[src/rtl/fetch_unit_pkg.sv]
// Shared definitions for the GCore instruction fetch/issue sequencer.
//   state_e : fetch/issue FSM state encoding (also exported on the debug port)
//   OP_NOP  : opcode presented to the decoder whenever no instruction is issued
package fetch_unit_pkg;

    typedef enum logic [1:0] {
        S_IDLE  = 2'd0,
        S_FETCH = 2'd1,
        S_ISSUE = 2'd2
    } state_e;

    localparam logic [7:0] OP_NOP = 8'h00;

endpackage

[src/rtl/fetch_unit_if.sv]
// Bus bundle between the fetch unit, instruction memory and decoder/datapath.
//   imem_req/imem_addr  -> memory   request, address held stable until imem_ack
//   imem_ack/imem_rdata <- memory   word returned in the cycle imem_ack is high
//   op/operand/pc       -> decoder  issued instruction fields and its address
//   ins_valid           -> datapath instruction is presented for execution
//   ins_ready           <- datapath instruction completes (retires) this cycle
//   jump/branch/acc_zero <- decoder/datapath redirect inputs, used at retire
//
// Handshakes: a transfer happens on a rising edge where both sides are high
// (imem_req & imem_ack, ins_valid & ins_ready). The initiator keeps its
// request and payload stable until that edge; ack/ready seen while the
// request is low are ignored. Ack/ready may be high in the same cycle the
// request first rises.
interface fetch_unit_if #(
    parameter int ADDR_W  = 8,
    parameter int INSTR_W = 16
);
    logic               imem_req;
    logic [ADDR_W-1:0]  imem_addr;
    logic               imem_ack;
    logic [INSTR_W-1:0] imem_rdata;
    logic [7:0]         op;
    logic [7:0]         operand;
    logic [ADDR_W-1:0]  pc;
    logic               ins_valid;
    logic               ins_ready;
    logic               jump;
    logic               branch;
    logic               acc_zero;

    // Fetch unit side
    modport master (
        output imem_req, imem_addr, op, operand, pc, ins_valid,
        input  imem_ack, imem_rdata, ins_ready, jump, branch, acc_zero
    );

    // Memory / decoder / datapath side
    modport slave (
        input  imem_req, imem_addr, op, operand, pc, ins_valid,
        output imem_ack, imem_rdata, ins_ready, jump, branch, acc_zero
    );
endinterface

[src/rtl/fetch_unit_pc_next.sv]
// Combinational next-PC select for the fetch unit.
//   pc_i       : address of the instruction being retired
//   operand_i  : target field of that instruction
//   jump_i     : unconditional jump (has priority over branch)
//   branch_i   : BZ instruction, taken when acc_zero_i is high
//   acc_zero_i : accumulator equals zero
//   npc_o      : next fetch address
module fetch_unit_pc_next #(
    parameter int ADDR_W = 8
) (
    input  logic [ADDR_W-1:0] pc_i,
    input  logic [7:0]        operand_i,
    input  logic              jump_i,
    input  logic              branch_i,
    input  logic              acc_zero_i,
    output logic [ADDR_W-1:0] npc_o
);
    logic [ADDR_W-1:0] target;

    assign target = ADDR_W'(operand_i);

    always_comb begin
        // Sequential increment wraps naturally at 2^ADDR_W
        npc_o = pc_i + ADDR_W'(1);
        if (jump_i) begin
            npc_o = target;
        end else if (branch_i && acc_zero_i) begin
            npc_o = target;
        end
    end
endmodule

[src/rtl/fetch_unit.sv]
// GCore instruction fetch/issue sequencer.
// Fetches one {op,operand} word from instruction memory, presents it to the
// decoder/datapath until it retires, then redirects the PC and fetches again.
//   clk, rst_n   : clock, asynchronous active-low reset
//   bus          : fetch_unit_if.master (memory request, issue handshake,
//                  redirect inputs)
//   retire_cnt   : wrapping count of retired instructions
//   dbg_state_o  : current FSM state for observation
module fetch_unit
    import fetch_unit_pkg::*;
#(
    parameter int ADDR_W  = 8,
    parameter int INSTR_W = 16,
    parameter int CNT_W   = 16
) (
    input  logic             clk,
    input  logic             rst_n,
    fetch_unit_if.master     bus,
    output logic [CNT_W-1:0] retire_cnt,
    output state_e           dbg_state_o
);
    state_e            state_q, state_d;
    logic [ADDR_W-1:0] pc_q, pc_d;
    logic [7:0]        op_q, op_d;
    logic [7:0]        operand_q, operand_d;
    logic [CNT_W-1:0]  cnt_q, cnt_d;
    logic [ADDR_W-1:0] npc;

    fetch_unit_pc_next #(
        .ADDR_W (ADDR_W)
    ) u_pc_next (
        .pc_i       (pc_q),
        .operand_i  (operand_q),
        .jump_i     (bus.jump),
        .branch_i   (bus.branch),
        .acc_zero_i (bus.acc_zero),
        .npc_o      (npc)
    );

    always_ff @(posedge clk or negedge rst_n) begin
        if (!rst_n) begin
            state_q   <= S_IDLE;
            pc_q      <= '0;
            op_q      <= OP_NOP;
            operand_q <= '0;
            cnt_q     <= '0;
        end else begin
            state_q   <= state_d;
            pc_q      <= pc_d;
            op_q      <= op_d;
            operand_q <= operand_d;
            cnt_q     <= cnt_d;
        end
    end

    always_comb begin
        state_d   = state_q;
        pc_d      = pc_q;
        op_d      = op_q;
        operand_d = operand_q;
        cnt_d     = cnt_q;
        case (state_q)
            S_IDLE: begin
                state_d = S_FETCH;
            end
            S_FETCH: begin
                if (bus.imem_ack) begin
                    op_d      = bus.imem_rdata[INSTR_W-1 -: 8];
                    operand_d = bus.imem_rdata[7:0];
                    state_d   = S_ISSUE;
                end
            end
            S_ISSUE: begin
                // Redirect inputs only matter here, at the retire edge
                if (bus.ins_ready) begin
                    pc_d    = npc;
                    cnt_d   = cnt_q + CNT_W'(1);
                    state_d = S_FETCH;
                end
            end
            default: begin
                state_d = S_IDLE;
            end
        endcase
    end

    // Request and valid decode straight from the state register so the async
    // reset drops them in the same cycle it is asserted.
    assign bus.imem_req  = (state_q == S_FETCH);
    assign bus.imem_addr = pc_q;
    assign bus.ins_valid = (state_q == S_ISSUE);
    // The latched opcode is kept across retire; the decoder sees NOP instead.
    assign bus.op        = (state_q == S_ISSUE) ? op_q : OP_NOP;
    assign bus.operand   = operand_q;
    assign bus.pc        = pc_q;
    assign retire_cnt    = cnt_q;
    assign dbg_state_o   = state_q;
endmodule

[src/flat_wrapper.sv]
// flat-port wrapper written by rule: the top's interface ports become plain ports
module fetch_unit_flat import fetch_unit_pkg::*;
#(
    parameter int ADDR_W  = 8,
    parameter int INSTR_W = 16,
    parameter int CNT_W   = 16
)
  (clk, rst_n, retire_cnt, dbg_state_o, bus_imem_req, bus_imem_addr, bus_op, bus_operand, bus_pc, bus_ins_valid, bus_imem_ack, bus_imem_rdata, bus_ins_ready, bus_jump, bus_branch, bus_acc_zero);
  fetch_unit_if #(.ADDR_W(ADDR_W), .INSTR_W(INSTR_W)) bus_i ();
  input  logic clk;
  input  logic rst_n;
  output logic [CNT_W-1:0] retire_cnt;
  output state_e dbg_state_o;
  output wire logic [$bits(bus_i.imem_req)-1:0] bus_imem_req;
  output wire logic [$bits(bus_i.imem_addr)-1:0] bus_imem_addr;
  output wire logic [$bits(bus_i.op)-1:0] bus_op;
  output wire logic [$bits(bus_i.operand)-1:0] bus_operand;
  output wire logic [$bits(bus_i.pc)-1:0] bus_pc;
  output wire logic [$bits(bus_i.ins_valid)-1:0] bus_ins_valid;
  input wire logic [$bits(bus_i.imem_ack)-1:0] bus_imem_ack;
  input wire logic [$bits(bus_i.imem_rdata)-1:0] bus_imem_rdata;
  input wire logic [$bits(bus_i.ins_ready)-1:0] bus_ins_ready;
  input wire logic [$bits(bus_i.jump)-1:0] bus_jump;
  input wire logic [$bits(bus_i.branch)-1:0] bus_branch;
  input wire logic [$bits(bus_i.acc_zero)-1:0] bus_acc_zero;
  assign bus_imem_req = bus_i.imem_req;
  assign bus_imem_addr = bus_i.imem_addr;
  assign bus_op = bus_i.op;
  assign bus_operand = bus_i.operand;
  assign bus_pc = bus_i.pc;
  assign bus_ins_valid = bus_i.ins_valid;
  assign bus_i.imem_ack = bus_imem_ack;
  assign bus_i.imem_rdata = bus_imem_rdata;
  assign bus_i.ins_ready = bus_ins_ready;
  assign bus_i.jump = bus_jump;
  assign bus_i.branch = bus_branch;
  assign bus_i.acc_zero = bus_acc_zero;
  fetch_unit #(.ADDR_W(ADDR_W), .INSTR_W(INSTR_W), .CNT_W(CNT_W)) u_core (.clk(clk), .rst_n(rst_n), .bus(bus_i), .retire_cnt(retire_cnt), .dbg_state_o(dbg_state_o));
endmodule
[config.mk]
export PLATFORM = sky130hd
export DESIGN_NAME = fetch_unit_flat
export DESIGN_NICKNAME = d
export VERILOG_FILES = /design/src/rtl/fetch_unit_pkg.sv /design/src/rtl/fetch_unit_if.sv /design/src/rtl/fetch_unit_pc_next.sv /design/src/rtl/fetch_unit.sv /design/src/flat_wrapper.sv
export SDC_FILE = /design/constraint.sdc
export NUM_CORES = 1
export LEC_CHECK = 0
export ABC_AREA = 1
export CORE_MARGIN = 1
export CORE_UTILIZATION = 46
export DETAILED_ROUTE_END_ITERATION = 8
export GPL_TIMING_DRIVEN = 0
export PLACE_DENSITY = 0.81
export SYNTH_ARGS = -nofsm -noshare
export SYNTH_HDL_FRONTEND = slang
export SYNTH_SLANG_ARGS = --single-unit
[constraint.sdc]
create_clock -name clk -period 1.8 [get_ports clk]
set_input_delay 0.27 -clock clk [delete_from_list [all_inputs] [get_ports clk]]
set_output_delay 0.27 -clock clk [all_outputs]
set_load 0.03 [all_outputs]
# Word level (Yosys, flattened, before mapping)
# Cells that the tools add are included.
dict set report classes {
  magnitude_cmp 0
  div 0
  add_sub_neg 2
  shifts 0
  eq_ne 4
  n_reduce_logical 5
  n_bitwise 0
  n_mux 6
  multipliers 0
}
# op count
set op_table {}
lappend op_table {{two-way mux 8 bit} 3}
lappend op_table {{adder 16 x 1 -> 16 bit (second input constant)} 1}
lappend op_table {{adder 8 x 1 -> 8 bit (second input constant)} 1}
lappend op_table {{one-hot mux 2 bit (3 select lines)} 1}
lappend op_table {{AND reduction 2 bit} 3}
lappend op_table {{two-way mux 2 bit} 2}
lappend op_table {{!= test 2 x 1 -> 1 bit (second input constant)} 2}
lappend op_table {{== test 2 x 1 -> 1 bit (second input constant)} 1}
lappend op_table {{== test 2 bit (second input constant)} 1}
lappend op_table {{zero test 2 bit} 1}
lappend op_table {{logical AND 1 bit} 1}
dict set report word_totals {
  mem_bits_ro 0
  ff_bits 42
  out_inout_bits 52
  latchBits 0
  ramBits 0
  inputBits 23
  memories 0
}

# Longest topological paths before layout
dict set report logic_depth {
  ltp_word 3
  depth_mapped 8
  depth_no_buf 8
}

# Hierarchy
# A second synthesis with hierarchy kept.
dict set report unflattened {
  cells_unflattened 253
  area_unflattened_um2 2187.1
}
# mod area_each_um2 cells_each seq_area_each_um2 instances
set modules_own_cells {}
lappend modules_own_cells {fetch_unit 1911.8 201 1051.0 1}
lappend modules_own_cells {fetch_unit_pc_next 275.3 52 0.0 1}

# Least setup slack after synthesis
# Ideal clock, no wire load.
dict set report synth_timing {
  path_type {flip-flop to flip-flop}
  start {register u_core.state_q[0], in the netlist u_core.dbg_state_o[0]}
  end {register u_core.operand_q[1], in the netlist u_core.bus.operand[1]}
  path_stages_with_launch 7
  slack_ns 0.009
  arrival_time_ns 1.668
  synth_period_minus_slack_ns 1.791
  path_cell_list {dfrtp_1 inv_2 nor2_1 nand2_2 buf_2 nor2_1 a21oi_1}
}
dict set report synth_via {
  elab_chain_cells 2
}
# element line_no
set synth_rtl {}
lappend synth_rtl {{start: declaration} fetch_unit.sv:22} ;# state_e state_q, state_d;
lappend synth_rtl {{start signal: assignment} fetch_unit.sv:48} ;# state_q <= state_d;
lappend synth_rtl {{== test 2 x 1 -> 1 bit} --}
lappend synth_rtl {{via bus_imem_req} flat_wrapper.sv:14} ;# output wire logic [$bits(bus_i.imem_req)-1:0] bus_imem_req;
lappend synth_rtl {{AND reduction 2 bit (no source line)} --}
lappend synth_rtl {{end signal: assignment} fetch_unit.sv:51} ;# operand_q <= operand_d;
lappend synth_rtl {{end: declaration} fetch_unit.sv:25} ;# logic [7:0] operand_q, operand_d;
# The timed path passes the listed nets, and every way through them passes these cells.
# A chain may end at the register's enable or synchronous reset.

# Worst setup path after layout
dict set report layout_timing {
  start {register u_core.cnt_q[7], in the netlist u_core.retire_cnt[7]}
  end {output retire_cnt[7]}
}
# element line_no
set layout_lines {}
lappend layout_lines {{start: declaration} fetch_unit.sv:26} ;# logic [CNT_W-1:0] cnt_q, cnt_d;
lappend layout_lines {{start signal: assignment} fetch_unit.sv:52} ;# cnt_q <= cnt_d;
lappend layout_lines {{end: declaration} flat_wrapper.sv:12} ;# output logic [CNT_W-1:0] retire_cnt;
# No word-level cell between the ends.

==> results by stage <==
Place:
- The congestion estimate from routability-driven global placement came to 0.831.
- The number of input and output port buffers inserted is 74.
- The half-perimeter wire length of the detailed placement result is 3.93 mm.
- The placed instance count is 401.

Setup path:
- The maximum cell stage delay along the critical path is 0.71 ns.
- The largest driver fanout on the critical path is 4.
- The largest individual stage delay along the critical path comes from the cell sky130_fd_sc_hd__clkdlybuf4s50_1.
- STA puts the critical path data arrival time at 1.46 ns.
- STA classifies the critical path endpoint as an output pin.
- The number of buffers and inverters on the critical path is 1.
- The startpoint type of the worst setup path is a flop.
- The critical path is of the flop to output pin type.
- The data required time of the worst path is 1.53 ns.
- Walking the worst path, the cells encountered are clkdlybuf4s50_1.
- The family of cells with the greatest summed delay on the critical path is buffers and inverters.

Status:
- The run finished with clean final reports.

Die:
- During I/O placement, the number of pins put on the boundary was 75.
- The y dimension of the die is 71.5 µm.
- For this configuration, the core starts out at a cell density of 49.3%.
- The count of standard-cell rows is 24.
- The die boundary width is 71.5 µm.
- The floorplan step defined a die boundary enclosing 0.00511 mm².
- The area inside the core boundary is 0.00450 mm².

STA:
- After layout, the minimum clock period comes to 1.73 ns.
- The total count of max-transition violations in the final report was 0.
- Timing would allow up to 579 MHz.
- Dividing the final minimum period by the clock period gives 95.9%.
- At the pin with the least slew margin, the transition time is 0.357 ns.
- The number of setup violations in the final report is 0.
- Setup repair after global routing left no endpoint under its margin.
- The number of hold violations in the final report was 0.
- For the final routed database, the setup TNS stands at 0 ns.
- The headroom to the max-slew limit is 76.1%.
- For the final database, setup skew stands at 0.00431 ns.

CTS:
- Once the clock tree was built, the setup fixing pass inserted 0 buffers.
- Clock-pin slew was measured on the worst setup and hold paths at 0.08 ns.
- The clock passes through at most 2 buffers.
- The clock network latency to the later pin of the worst-skew pair is 0.29 ns.
- The total clock buffers created by CTS is 5.
- The number of clock sinks is 42.
- The H-tree was split into 2 levels.
- The clock root buffer is sky130_fd_sc_hd__clkbuf_8.
- TritonCTS built the clock tree.

Routing:
- Dividing the detail-routed wire length by the instance count gives 12.5 µm.
- Signal routing reaches up to met4.
- The wire length on met2 is 2.57 mm.
- Summed over all nets, wire length on met3 after detailed routing comes to 304 µm.
- Using the TritonRoute via totals, the vias-per-cell ratio works out to 4.98.
- The number of remaining DRC errors is 0.
- The wire length after detailed routing is 5.12 mm.
- The detailed router placed 2043 vias in this run.
- Once detail routing completed, the nets flagged for antenna violations numbered 0.
- The detailed router put a total of 2.20 mm of wire on met1.
- The count of TritonRoute iterations in the first routing pass is 4.
- The starting DRC count in detailed routing is 71.

Logic synthesis:
- Of all cell types, the one taking the most synthesized area is sky130_fd_sc_hd__dfrtp_1.
- Ranked by total cell area, the synthesized netlist is headed by sky130_fd_sc_hd__dfrtp_1, sky130_fd_sc_hd__nand2_1, sky130_fd_sc_hd__nor2_1, sky130_fd_sc_hd__inv_1, sky130_fd_sc_hd__a21oi_1.
- The per-instance average area after synthesis is 8.10 µm².
- The number of synthesis warnings is 0.
- Of all flip-flops after synthesis, the portion carrying an async set or reset was 100%.
- The number of unique standard cell types used by synthesis is 28.
- After Yosys synthesis, full adders, half adders and majority gates account for 1.13% of the synthesized area.
- The number of synthesized register bits is 42.
- After synthesis the cells add up to 0.00222 mm².
- The count of flip-flops with a built-in enable after synthesis is 0.
- The primary flip-flop cell chosen by synthesis mapping is sky130_fd_sc_hd__dfrtp_1.
- After synthesis, the largest family of logic cells by area is simple AND/OR/NAND/NOR gates.
- Summing the areas of all compound-gate instances in the mapped netlist gives 8.06% of the synthesized area.
- The mux share of post-synthesis cell area is 3.04%.
- Sequential cells were found to cover 47.4% of the synthesized design area.
- The total nets after synthesis is 299.
- The top-area cell type share of the netlist area is 47.4%.
- Synthesis produced 274 cells.
- The post-synthesis share of cell area spent on and, or, nand and nor gates is 28.0%.
- After Yosys synthesis, XOR and XNOR cells account for 3.49% of the synthesized area.

Power:
- The peak ir drop on the vdd network is 1.35 mV.
- The power density normalized to cell area is 1550 mW/mm².
- The leakage power summed over all cells is 1.59 nW.

Hold path:
- The class of the tightest hold or removal check is input port to async pin.

Finish:
- The number of non-filler instances in the completed layout is 410.
- Relative to the synthesized area, the layout overhead comes to 41.8%.
- Leaving out fill and tap cells, the most frequent cells in the layout are sky130_fd_sc_hd__nand2_1, sky130_fd_sc_hd__clkdlybuf4s50_1, sky130_fd_sc_hd__dfrtp_1, sky130_fd_sc_hd__nor2_1, sky130_fd_sc_hd__inv_1.
- In the final design database the tool counted 382 nets.
- The share of the core filled with cells in the final layout is 69.9%.
- The leading cell type in the layout, fill and taps excluded is sky130_fd_sc_hd__nand2_1.
- The antenna diode instance count is 0.
- The fraction of layout cells with a size suffix above 1 is 11.2%.

Run:
- Across the run, the number of max-cap violations was 0.

Global routing:
- Global routing used 21.4% of the available tracks across all layers.
- The largest net degree at the start of global routing is 33.
- The first global-routing pass estimated 8.57 mm of wire.
- The via count of the first global-routing pass is 1891.
- The number of antenna violations at the first check in global routing was 0.
- Global routing finished with a remaining overflow of 0.
[per-layer routing]
layer,vias to the layer above,GRT usage [%]
met5,-,0
met4,0,6.97
met3,6,6.19
met2,71,36.3
met1,949,26.4
li1,1017,-
[flip-flops by register name, indices dropped and copies added (netlist names)]
name,flops
u_core.bus.imem_addr,8
u_core.op_q,8
u_core.retire_cnt,16
u_core.dbg_state_o,2
u_core.bus.operand,8
[cells by family (layout without fill, tap and decap cells)]
family	after synthesis	count (layout)
xor+xnor	8	8
flops	42	42
mux	6	6
compound gates	34	34
fa+ha+maj	2	2
simple gates	139	139
buf+inv	43	127
[cell usage after synthesis, types with 2 or more instances]
cell                        n
sky130_fd_sc_hd__dfrtp_1   42
sky130_fd_sc_hd__buf_4      8
sky130_fd_sc_hd__nand3_1    7
sky130_fd_sc_hd__nand2_4    3
sky130_fd_sc_hd__nand2_1   73
sky130_fd_sc_hd__inv_1     29
sky130_fd_sc_hd__nand2_2    3
sky130_fd_sc_hd__nand4_1    2
sky130_fd_sc_hd__mux2_2     6
sky130_fd_sc_hd__xnor2_1    4
sky130_fd_sc_hd__a21oi_1   15
sky130_fd_sc_hd__o21ai_0   15
sky130_fd_sc_hd__nand3b_1   4
sky130_fd_sc_hd__nor2_1    41
sky130_fd_sc_hd__xor2_1     3
sky130_fd_sc_hd__ha_1       2
sky130_fd_sc_hd__buf_2      5
sky130_fd_sc_hd__nor2_4     2
[repair_timing]
action | in CTS | in global routing
setup endpoints to repair | 16 | 6
hold endpoints to repair | 10 | 0
resized for setup | 16 | 6
hold buffers | 1 | 0
[stage by stage]
step	hold slack (ns)	worst slack [ns]	cell area [µm²]	power, W
6_report	0.378	0.0736	3150	0.00487
5_1_grt	0.398	0.00172	3150	0.00516
4_1_cts	0.384	0.00217	3140	0.00491
3_5_place_dp	0.159	0.0679	3040	0.00428
3_3_place_gp	0.494	-0.638	3030	0.00421
2_1_floorplan	-0.0256	0.00852	2220	0.00317
[where the power goes]
group / total [W] / switching (W) / internal, W
registers: 0.00161 / 0.000334 / 0.00127
logic: 0.00255 / 0.00151 / 0.00104
clock network: 0.000718 / 0.000303 / 0.000415
[final cells by class]
class	instances	area, µm²
buffer	13	85.1
clock inverter	1	30.0
multi-input combinational	189	971
tap	52	65.1
clock buffer	7	76.3
inverter	30	113
timing repair buffer	76	757
fill	376	1360
sequential	42	1050
[worst paths after layout]
path / depth (start not counted) / slack, ns / startpoint / to
max: 1 / 0.07 / u_core.retire_cnt[7] / retire_cnt[7]
min: 2 / 0.38 / rst_n / u_core.retire_cnt[2]
max reg2reg: 7 / 0.30 / u_core.retire_cnt[1] / u_core.retire_cnt[8]
min reg2reg: 2 / 0.52 / u_core.op_q[4] / u_core.op_q[4]
max in group asynchronous: 3 / 0.97 / rst_n / u_core.bus.imem_addr[3]
min in group clk: 2 / 0.52 / u_core.op_q[4] / u_core.op_q[4]
No activity file was read; power rests on OpenSTA's default activity.
